**config.mk**
```make
export PLATFORM = sky130hd
export DESIGN_NAME = ifetch_queue
export DESIGN_NICKNAME = d
export VERILOG_FILES = /design/src/rtl/ifetch_pkg.sv /design/src/rtl/ifq_fifo.sv /design/src/rtl/ifetch_queue.sv
export SDC_FILE = /design/constraint.sdc
export NUM_CORES = 1
export LEC_CHECK = 0
export CORE_UTILIZATION = 50
export DETAILED_ROUTE_END_ITERATION = 10
export PLACE_DENSITY = 0.76
export SETUP_SLACK_MARGIN = 0.02
export SLEW_MARGIN = 5
export SYNTH_ARGS = -nofsm -noshare
export SYNTH_HDL_FRONTEND = slang
export SYNTH_SLANG_ARGS = --single-unit
```
**constraint.sdc**
```tcl
create_clock -name clk -period 5.7 [get_ports clk]
set_input_delay 1.425 -clock clk [delete_from_list [all_inputs] [get_ports clk]]
set_output_delay 1.425 -clock clk [all_outputs]
set_load 0.02 [all_outputs]
```
**src/rtl/ifetch_pkg.sv**
```systemverilog
// Shared types and constants for the instruction fetch queue.
package ifetch_pkg;

  localparam int unsigned INSTR_W = 32;
  localparam logic [31:0] PC_STEP = 32'd4;

  typedef enum logic [1:0] {
    IDLE,
    WAIT,
    DROP
  } ifetch_state_t;

  typedef struct packed {
    logic [31:0]         pc;
    logic [INSTR_W-1:0]  instr;
  } ifq_entry_t;

endpackage

```
**src/rtl/ifq_fifo.sv**
```systemverilog
// Instruction queue storage: DEPTH-entry FIFO of {pc, instr} with flush.
module ifq_fifo
  import ifetch_pkg::*;
#(
  parameter int unsigned DEPTH = 4
) (
  input  logic                       clk,
  input  logic                       rst_n,
  input  logic                       push,
  input  ifq_entry_t                 push_data,
  input  logic                       pop,
  input  logic                       flush,
  output ifq_entry_t                 head,
  output logic [$clog2(DEPTH):0]     count
);

  localparam int unsigned AW = $clog2(DEPTH);
  localparam int unsigned CW = AW + 1;

  ifq_entry_t         mem [DEPTH];
  logic [AW-1:0]      wr_ptr;
  logic [AW-1:0]      rd_ptr;

  // Storage needs no reset: count gates every read through id_valid.
  always_ff @(posedge clk) begin
    if (push && !flush) begin
      mem[wr_ptr] <= push_data;
    end
  end

  // Power-of-two depth lets the pointers wrap naturally.
  always_ff @(posedge clk or negedge rst_n) begin
    if (!rst_n) begin
      wr_ptr <= '0;
      rd_ptr <= '0;
      count  <= '0;
    end else if (flush) begin
      wr_ptr <= '0;
      rd_ptr <= '0;
      count  <= '0;
    end else begin
      if (push) begin
        wr_ptr <= wr_ptr + AW'(1);
      end
      if (pop) begin
        rd_ptr <= rd_ptr + AW'(1);
      end
      count <= count + CW'(push) - CW'(pop);
    end
  end

  assign head = mem[rd_ptr];

endmodule

```
**src/rtl/ifetch_queue.sv**
```systemverilog
// Fetch stage: owns the fetch PC, single-outstanding imem requests and the
// decode-facing instruction queue. Define IFETCH_PERF_CNT_EN for perf counters.
module ifetch_queue
  import ifetch_pkg::*;
#(
  parameter int unsigned DEPTH    = 4,
  parameter logic [31:0] RESET_PC = 32'h0000_0000
) (
  input  logic                clk,
  input  logic                rst_n,
  output logic                imem_req,
  output logic [31:0]         imem_addr,
  input  logic                imem_rvalid,
  input  logic [INSTR_W-1:0]  imem_rdata,
  input  logic                redirect,
  input  logic [31:0]         redirect_pc,
  output logic                id_valid,
  input  logic                id_ready,
  output logic [INSTR_W-1:0]  id_instr,
  output logic [31:0]         id_pc,
  output logic [31:0]         fetch_cnt,
  output logic [31:0]         flush_cnt
);

  localparam int unsigned CW = $clog2(DEPTH) + 1;
  localparam logic [CW:0] DEPTH_W = (CW + 1)'(DEPTH);

  ifetch_state_t   state;
  logic [31:0]     fetch_pc;
  logic [31:0]     req_pc;
  logic [31:0]     target_pc;
  logic [CW-1:0]   count;
  logic [CW:0]     in_use;
  logic            outstanding;
  logic            credit;
  logic            push;
  logic            pop;
  ifq_entry_t      push_data;
  ifq_entry_t      head;

  assign target_pc   = redirect_pc & ~32'h3;
  assign outstanding = (state != IDLE);
  assign in_use      = {1'b0, count} + {{CW{1'b0}}, outstanding};
  assign credit      = (in_use < DEPTH_W);

  // Request is combinational so it can issue in the first cycle after reset
  // and be suppressed by a same-cycle redirect.
  assign imem_req  = rst_n && (state == IDLE) && credit && !redirect;
  assign imem_addr = fetch_pc;

  assign push      = (state == WAIT) && imem_rvalid && !redirect;
  assign pop       = id_valid && id_ready && !redirect;
  assign push_data = '{pc: req_pc, instr: imem_rdata};

  always_ff @(posedge clk or negedge rst_n) begin
    if (!rst_n) begin
      state    <= IDLE;
      fetch_pc <= RESET_PC;
      req_pc   <= RESET_PC;
    end else begin
      unique case (state)
        IDLE: begin
          if (redirect) begin
            fetch_pc <= target_pc;
          end else if (credit) begin
            state  <= WAIT;
            req_pc <= fetch_pc;
          end
        end
        WAIT: begin
          if (redirect) begin
            fetch_pc <= target_pc;
            state    <= imem_rvalid ? IDLE : DROP;
          end else if (imem_rvalid) begin
            fetch_pc <= fetch_pc + PC_STEP;
            state    <= IDLE;
          end
        end
        DROP: begin
          if (redirect) begin
            fetch_pc <= target_pc;
          end
          if (imem_rvalid) begin
            state <= IDLE;
          end
        end
        default: state <= IDLE;
      endcase
    end
  end

  ifq_fifo #(
    .DEPTH (DEPTH)
  ) u_fifo (
    .clk       (clk),
    .rst_n     (rst_n),
    .push      (push),
    .push_data (push_data),
    .pop       (pop),
    .flush     (redirect),
    .head      (head),
    .count     (count)
  );

  assign id_valid = (count != '0);
  assign id_instr = head.instr;
  assign id_pc    = head.pc;

`ifdef IFETCH_PERF_CNT_EN
  logic [31:0] fetch_q;
  logic [31:0] flush_q;

  always_ff @(posedge clk or negedge rst_n) begin
    if (!rst_n) begin
      fetch_q <= '0;
      flush_q <= '0;
    end else begin
      fetch_q <= fetch_q + 32'(push);
      flush_q <= flush_q + 32'(redirect);
    end
  end

  assign fetch_cnt = fetch_q;
  assign flush_cnt = flush_q;
`else
  assign fetch_cnt = '0;
  assign flush_cnt = '0;
`endif

endmodule

```
==> summary.txt <==
Run status
  – Status: finished clean

Clocking
  – Skew-Pair Late Insertion Delay: around 0.5 ns
  – H-tree Lvls: 2
  – CTS Hold Buffers Added: 0
  – TritonCTS clock tree: done
  – TritonCTS buffer count: 34
  – Worst-path clk slew: roughly 0.060 ns
  – Post-CTS Resized: 0
  – Longest Clk Path Bufs: 3
  – Post-CTS setup buffers: 0
  – CTS sink cnt: between 300 and 400
  – Root Driver: clkbuf_16

Synthesis
  – Yosys cell types: a little under 60
  – Most numerous cell in the Yosys netlist: edfxtp_1
  – Commonest cells in the netlist: edfxtp_1, dfrtp_1, buf_4
  – Number of flops mapped to enable cells by yosys: 248
  – Yosys top cell by area: edfxtp_1
  – YS warnings: 0
  – Async set or reset register ratio after synthesis: between 20% and 30%
  – Seq cells post-synth: 317
  – Main flop type after synthesis: edfxtp_1
  – Synthesized cell area: roughly 13000 sq um
  – Top cells by area, synth: edfxtp_1, dfrtp_1, mux4_2
  – Avg Cell Area, Syn: approximately 17 sq um
  – Sequential element share of the synthesized area: 70.0%
  – Post-Syn Instances: around 750
  – Share of the synthesized area in the top cell type: 56.8%

Setup path
  – CP Data Required Time: approximately 4.3 ns
  – CP arrival: 3.01 ns
  – Endpoint type of the worst setup path: primary output
  – Worst path slowest cell: clkdlybuf4s50_1
  – Worst r2r src: state[1]$_DFFE_PN0P_
  – Crit path from: redirect
  – Crit-path cells: clkdlybuf4s50_1 -> nor4_4 -> and2_1 -> clkdlybuf4s50_1
  – Delay-heaviest family, CP: buffers and inverters
  – Worst-path maximum fanout: 2
  – WP buf/inv: 2
  – Critical path's most frequent cell: clkdlybuf4s50_1
  – CP startpoint kind: input port
  – Slowest stage delay, CP: roughly 0.63 ns
  – WS Path Type: input port to primary output

Global route
  – Pin count of the biggest net entering global routing: 64
  – Grt peak-use layer: met2
  – Global routing usage on met3: under 10%
  – Overflow after GRT: 0
  – Vias in the first global route: 7207
  – GRT Util Overall: approximately 20%
  – GR Layer Usage met2: between 30 and 40%
  – Global Route met1 Usage: between 20 and 30%
  – Initial antenna violation count: 0
  – First-pass GRT wire length: around 41000 um

Placed design
  – Placer Congestion: around 0.90
  – Final HPWL from detailed placement: 15900 um
  – Port Buffers: between 150 and 200

Timing
  – Final Hold Viols: 0
  – Worst Hold Slack: 0.507 ns
  – Least-Margin Pin Slew: 1.02 ns
  – RSZ-0062 raised after global routing: no
  – Final period util: around 78%
  – Fin crit period: 4.44 ns
  – Pins over their slew limit: 0
  – Setup-failing EPs final: 0
  – Achievable frequency: 225 MHz
  – Slew headroom: between 30% and 40%
  – Setup TNS: 0 ns
  – Final worst clock skew: 0.00987 ns

Min path
  – Hold Crit Class: flip-flop to flip-flop
  – HP Start: req_pc[7]$_DFFE_PN0P_

Floorplanning
  – Initial core utilization: 51.4%
  – # IOs: ~230
  – Die area: 26900 sq um
  – Core footprint: roughly 25000 sq um
  – Die Y: ~160 um
  – Row count: between 50 and 60
  – Width of the chip: 164 um

Detailed routing
  – DRC Markers: 0
  – WL final: around 27000 um
  – DR vias/cell: roughly 5.7
  – Drt first pass iters: 5
  – Remaining antenna violation count after routing: 0
  – WL/cell: between 20 and 25 um
  – Via count: ~7200
  – Initial DRC Count: approximately 550

Cells and area
  – FILL cells: ~1800
  – Nets: 994
  – Share of cells above drive strength 1: between 10% and 20%
  – N_diodes: 0
  – Area taken by multi-input logic gates: between 3000 and 4000 sq um
  – Reg area: between 9000 and 10000 sq um
  – P&R area growth vs syn: 21.3%

Run
  – Max_cap viols: 0

Power and ir drop
  – Maximum VDD drop: 0.000325 V
  – Leakage: 5.39 nW
  – Power Density: 465 nW/um^2
cell type report:
cell class                 count  share of cell area, %
timing repair buffer         167                   10.4
inverter                       9                  0.212
multi-input combinational    387                   21.9
sequential                   317                   57.8
clock inverter                15                   1.10
tap                          330                   2.60
clock buffer                  47                   6.06
final timing paths:
kind | end | slack [ns] | depth (start not counted)
min in group asynchronous | req_pc[17]$_DFFE_PN0P_ | 0.84 | 1
hold / removal | u_fifo.mem[2][39]$_DFFE_PP_ | 0.51 | 0
setup / recovery | imem_req | 1.26 | 4
hold reg to reg | u_fifo.mem[2][39]$_DFFE_PP_ | 0.51 | 0
setup reg to reg | u_fifo.mem[3][18]$_DFFE_PP_ | 3.26 | 3
max in group asynchronous | u_fifo.rd_ptr[1]$_DFFE_PN0P_ | 3.69 | 2
power by group:
group          switching [W]  internal, W
Sequential          0.000408      0.00289
Combinational       0.000933     0.000951
Clock               0.000844      0.00137
Total                0.00218      0.00521
flip-flops by register name, indices dropped and copies added, names as in the netlist:
signal	cells
state	2
u_fifo.count	3
u_fifo.wr_ptr	2
u_fifo.rd_ptr	2
req_pc	30
u_fifo.mem	248
imem_addr	30
cell usage in the layout, fill, tap and decap left out, types with 5 or more instances in the layout:
cell type	instances
edfxtp_1	248
clkdlybuf4s50_1	159
conb_1	68
dfrtp_1	67
mux4_2	62
clkbuf_16	37
nor2_1	33
mux2_2	28
nand2_1	20
nand3_1	18
a21oi_1	15
nand4_1	13
o21ai_0	11
clkbuf_1	10
clkinv_1	8
o32ai_1	8
ha_1	8
inv_1	7
a31oi_1	7
and4_1	7
buf_4	7
nor4_1	6
a211oi_1	6
a32oi_1	6
a311oi_1	6
and3_1	5
cells by family after synthesis:
kind of cell    after synthesis  share of synthesized area, %
flops                       317                          70.0
simple gates                133                          5.69
buf+inv                     116                          5.50
mux                          92                          13.2
compound gates               81                          4.35
fa+ha+maj                     9                         0.917
xor+xnor                      4                         0.267
other cells                   1                        0.0286
layer usage:
| layer | wire length (um) | vias to the layer above |
|---|---|---|
| met5 | 0 | - |
| met4 | 390 | 0 |
| met3 | 2060 | 31 |
| met2 | 13200 | 330 |
| met1 | 11300 | 3667 |
| li1 | - | 3195 |
metrics by stage:
step	utilization, %	instances	setup slack, ns	area, sq um	total power (W)
after detailed placement	57.9	1210	1.23	14800	0.00524
after global routing	62.4	1272	1.09	15900	0.00771
after floorplan	-	820	1.76	13400	0.00443
after global placement	57.9	1210	1.23	14800	0.00519
after CTS	62.4	1272	1.16	15900	0.00746
final	62.4	1272	1.26	15900	0.00739
Power figures use the tool's default switching activity.
